[config.mk]
export PLATFORM = sky130hd
export DESIGN_NAME = sum_accumulator
export DESIGN_NICKNAME = d
export VERILOG_FILES = /design/src/rtl/sum_accumulator_pkg.sv /design/src/rtl/sum_accumulator_adder.sv /design/src/rtl/sum_accumulator.sv
export SDC_FILE = /design/constraint.sdc
export NUM_CORES = 1
export LEC_CHECK = 0
export ABC_AREA = 1
export CAP_MARGIN = 20
export CORE_MARGIN = 5
export CORE_UTILIZATION = 52
export DETAILED_ROUTE_END_ITERATION = 7
export PLACE_DENSITY = 0.85
export SLEW_MARGIN = 20
export SYNTH_ARGS = -nofsm -noshare
export SYNTH_HDL_FRONTEND = slang
export SYNTH_SLANG_ARGS = --single-unit
[constraint.sdc]
create_clock -name clk -period 4.1 [get_ports clk]
set_input_delay 0.82 -clock clk [delete_from_list [all_inputs] [get_ports clk]]
set_output_delay 0.82 -clock clk [all_outputs]
set_load 0.03 [all_outputs]
[src/rtl/sum_accumulator_pkg.sv]
// Shared types for the frame sum accumulator.
`default_nettype none

package sum_accumulator_pkg;

   typedef enum logic [0:0] {
      ACCUM = 1'b0,
      HOLD  = 1'b1
   } state_t;

endpackage

`default_nettype wire

[src/rtl/sum_accumulator_adder.sv]
// Unsigned adder: X = A + B with the carry in X[DATA_WIDTH].
`default_nettype none

module sum_accumulator_adder #(
   parameter int DATA_WIDTH = 4
) (
   input  logic [DATA_WIDTH-1:0] A,
   input  logic [DATA_WIDTH-1:0] B,
   output logic [DATA_WIDTH:0]   X
);

   assign X = {1'b0, A} + {1'b0, B};

endmodule

`default_nettype wire

[src/rtl/sum_accumulator.sv]
// Accumulates a frame of unsigned words and holds the total, word count and
// overflow flag until the downstream side accepts them.
`default_nettype none

module sum_accumulator
   import sum_accumulator_pkg::*;
#(
   parameter int DATA_WIDTH = 4,
   parameter int ACC_WIDTH  = 12,
   parameter int CNT_WIDTH  = 8
) (
   input  logic                  clk,
   input  logic                  rst_n,
   input  logic                  in_valid,
   output logic                  in_ready,
   input  logic [DATA_WIDTH:0]   in_data,
   input  logic                  in_last,
   output logic                  out_valid,
   input  logic                  out_ready,
   output logic [ACC_WIDTH-1:0]  out_sum,
   output logic [CNT_WIDTH-1:0]  out_count,
   output logic                  out_overflow
);

   state_t               state;
   state_t               state_next;
   logic [ACC_WIDTH-1:0] acc;
   logic [CNT_WIDTH-1:0] count;
   logic                 overflow;
   logic [ACC_WIDTH-1:0] data_ext;
   logic [ACC_WIDTH:0]   sum_x;
   logic                 take;
   logic                 give;

   always_comb begin
      data_ext = '0;
      data_ext[DATA_WIDTH:0] = in_data;
   end

   sum_accumulator_adder #(
      .DATA_WIDTH (ACC_WIDTH)
   ) u_adder (
      .A (acc),
      .B (data_ext),
      .X (sum_x)
   );

   // Handshake qualifiers depend only on registered state, never on the
   // partner's valid/ready, so there is no combinational loop across the ports.
   assign in_ready  = (state == ACCUM);
   assign out_valid = (state == HOLD);
   assign take      = in_valid && in_ready;
   assign give      = out_valid && out_ready;

   always_ff @(posedge clk or negedge rst_n) begin
      if (!rst_n) begin
         state <= ACCUM;
      end else begin
         state <= state_next;
      end
   end

   always_comb begin
      state_next = state;
      case (state)
         ACCUM:   if (in_valid && in_last) state_next = HOLD;
         HOLD:    if (out_ready)           state_next = ACCUM;
         default:                          state_next = ACCUM;
      endcase
   end

   always_ff @(posedge clk or negedge rst_n) begin
      if (!rst_n) begin
         acc      <= '0;
         count    <= '0;
         overflow <= 1'b0;
      end else if (give) begin
         acc      <= '0;
         count    <= '0;
         overflow <= 1'b0;
      end else if (take) begin
         acc      <= sum_x[ACC_WIDTH-1:0];
         overflow <= overflow | sum_x[ACC_WIDTH];
         if (count != '1) begin
            count <= count + 1'b1;
         end
      end
   end

   assign out_sum      = acc;
   assign out_count    = count;
   assign out_overflow = overflow;

endmodule

`default_nettype wire

==> flow_summary.toml <==
[outcome]
status = "finished clean"

[timing]
tns_ps = 0
final_hold_viol_count = 0
setup_violations = 0
period_share_pct = 57.8
layout_setup_ws_ps = 1730
maxSlewHeadroom_pct = 66.8
drv_slew = 0
rsz0062_at_grt = "no"
skew_ps = 7.76
layout_min_cycle_time_ps = 2370
fmax_ghz = 0.422
worst_pin_slew_ps = 498

[power]
p_total_mw = 0.948
p_per_area_nw_per_um2 = 556
ir_drop_mv = 0.524
leakage_nw = 0.850

[global_route]
grt_remaining_overflow = 0
grt_max_degree = 23
grt_pass1_wl_um = 5640
grt_usage_pct = 20.3
grt_busiest_layer = "met2"
antenna_found_initial = 0
globalRouteMet1Util_pct = 25.8
grt_pass1_vias = 1257
use_met3_pct = 2.55
grtUsageMet2_pct = 33.9

[clock_network]
root_buffer = "clkbuf_4"
h-tree-depth = 1
clk_pin_slew_worst_paths_ps = 130
hold_buffers = 0
cts_buffers = 3
insertion_delay_ps = 320
cts_resized = 0
clk_path_buf_depth = 2
cts_sinks = 22
cts_tree = "done"
postCtsSetupRepairBufs = 0

[floorplan]
core_um2 = 2480
die-area_um2 = 3700
row_count = 18
initial_core_util_pct = 54.2
die_h_um = 60.8
io_pins = 33
die_w_um = 60.8

[critical_path]
cp-start-kind = "flip-flop"
cpMaxStageDelayCell = "clkdlybuf4s50_1"
worstPathRequired_ps = 3280
arrival_ps = 1550
end_kind = "output pin"
path_max_fanout = 8
worstPathBufferInverterCount = 1
max_stage_delay_ps = 740
path_cells = "clkdlybuf4s50_1"
worstSetupPathType = "reg -> out"
cpLargestDelayFamily = "buffers and inverters"

[logic_synthesis]
synth-seq-cells = 22
yosysWarnings = 0
synthCells = 189
synth_area_per_cell_um2 = 7.10
syn-cell-area_um2 = 1340
yosysSeqAreaShare_pct = 41.0
synth.distinct_cells = 18
syn-num-nets = 206

[detailed_routing]
drt_iter0_markers = 46
dr.pass1.iters = 4
routed_wl_um = 3250
vias = 1317
antenna_left = 0
drcViolationCount = 0
post_drt_wl_per_cell_um = 12.9
vias_per_cell = 5.23

[flow_run]
maxCapViolCount = 0

[finish]
fin_nets = 240
n_antenna_cell = 0
utilization_pct = 68.8
drive_above_1_share_pct = 4.95
mostFrequentLayoutCell = "nand2_1"
finalInstanceArea_um2 = 1700
mostFrequentLayoutCells = "nand2_1 (68), clkdlybuf4s50_1 (31), dfrtp_1 (22)"
area_delta_synth_final_pct = 26.9

[hold_path]
hp-class = "in -> async"

[place]
dpl.hpwl_um = 2450
place_area_um2 = 1670
pre_cts_ws_ps = 1480
gp_routability_congestion = 0.937
io_buffers = 32
-- report_power, final --
| group | internal, mW | leakage [nW] | switching (mW) |
|---|---|---|---|
| sequential | 0.269 | 0.294 | 0.0637 |
| clock | 0.0543 | 0.0210 | 0.0700 |
| combinational | 0.191 | 0.535 | 0.301 |
-- cell usage after synthesis --
library cell,number,share of area [%]
nand4_1,3,1.4
ha_1,6,5.6
nor2_2,1,0.47
nand2_1,68,19
nand2_2,2,0.93
or2_2,2,0.93
a22o_1,2,1.3
buf_2,1,0.37
nand3_1,18,6.7
fa_1,1,1.5
o21ai_1,1,0.37
o21ai_0,13,4.8
buf_6,2,1.7
dfrtp_1,22,41
nor2_1,18,5.0
inv_2,1,0.28
inv_1,20,5.6
a21oi_1,8,3.0
-- through the flow --
step,std cells,hold WS [ps]
floorplan,189,524
global placement,248,485
detailed placement,248,483
CTS,252,512
global route,252,476
finish,252,442
-- cell type report --
cell class,count,area [um2]
Clock buffer,4,36.3
Sequential cell,22,551
Timing Repair Buffer,32,315
Multi-Input combinational cell,143,686
Tap cell,30,37.5
Fill cell,230,773
Inverter,21,78.8
-- flip-flops by register name, summed over array words and instances (netlist names) --
register,count
out_sum,12
out_overflow,1
out_valid,1
out_count,8
-- logic make-up (layout without fill, tap and decap cells) --
family / Yosys count / count (layout) / share of synthesized area, %
and+or+nand+nor: 112 / 112 / 34.5
AOI/OAI and AO/OA: 24 / 24 / 9.51
buffers and inverters: 24 / 57 / 7.92
DFF: 22 / 22 / 41.0
adders and majority gates: 7 / 7 / 7.08
-- routing by layer --
metal / vias to the layer above / part of all wire, %
met5: - / 0
met4: 0 / 3.1
met3: 11 / 5.4
met2: 45 / 49
met1: 593 / 43
li1: 668 / -
-- final timing paths --
path	from	to	slack, ps	cells past startpoint
worst min-delay path	rst_n	out_sum[9]	440	1
worst max-delay path	out_sum[5]	out_sum[5]	1730	1
max in group asynchronous	rst_n	out_overflow	3310	1
worst max register to register	out_sum[0]	out_sum[10]	2320	10
worst min register to register	out_overflow	out_overflow	520	2
min in group clk	out_overflow	out_overflow	520	2
No activity file was read; power rests on OpenSTA's default activity.
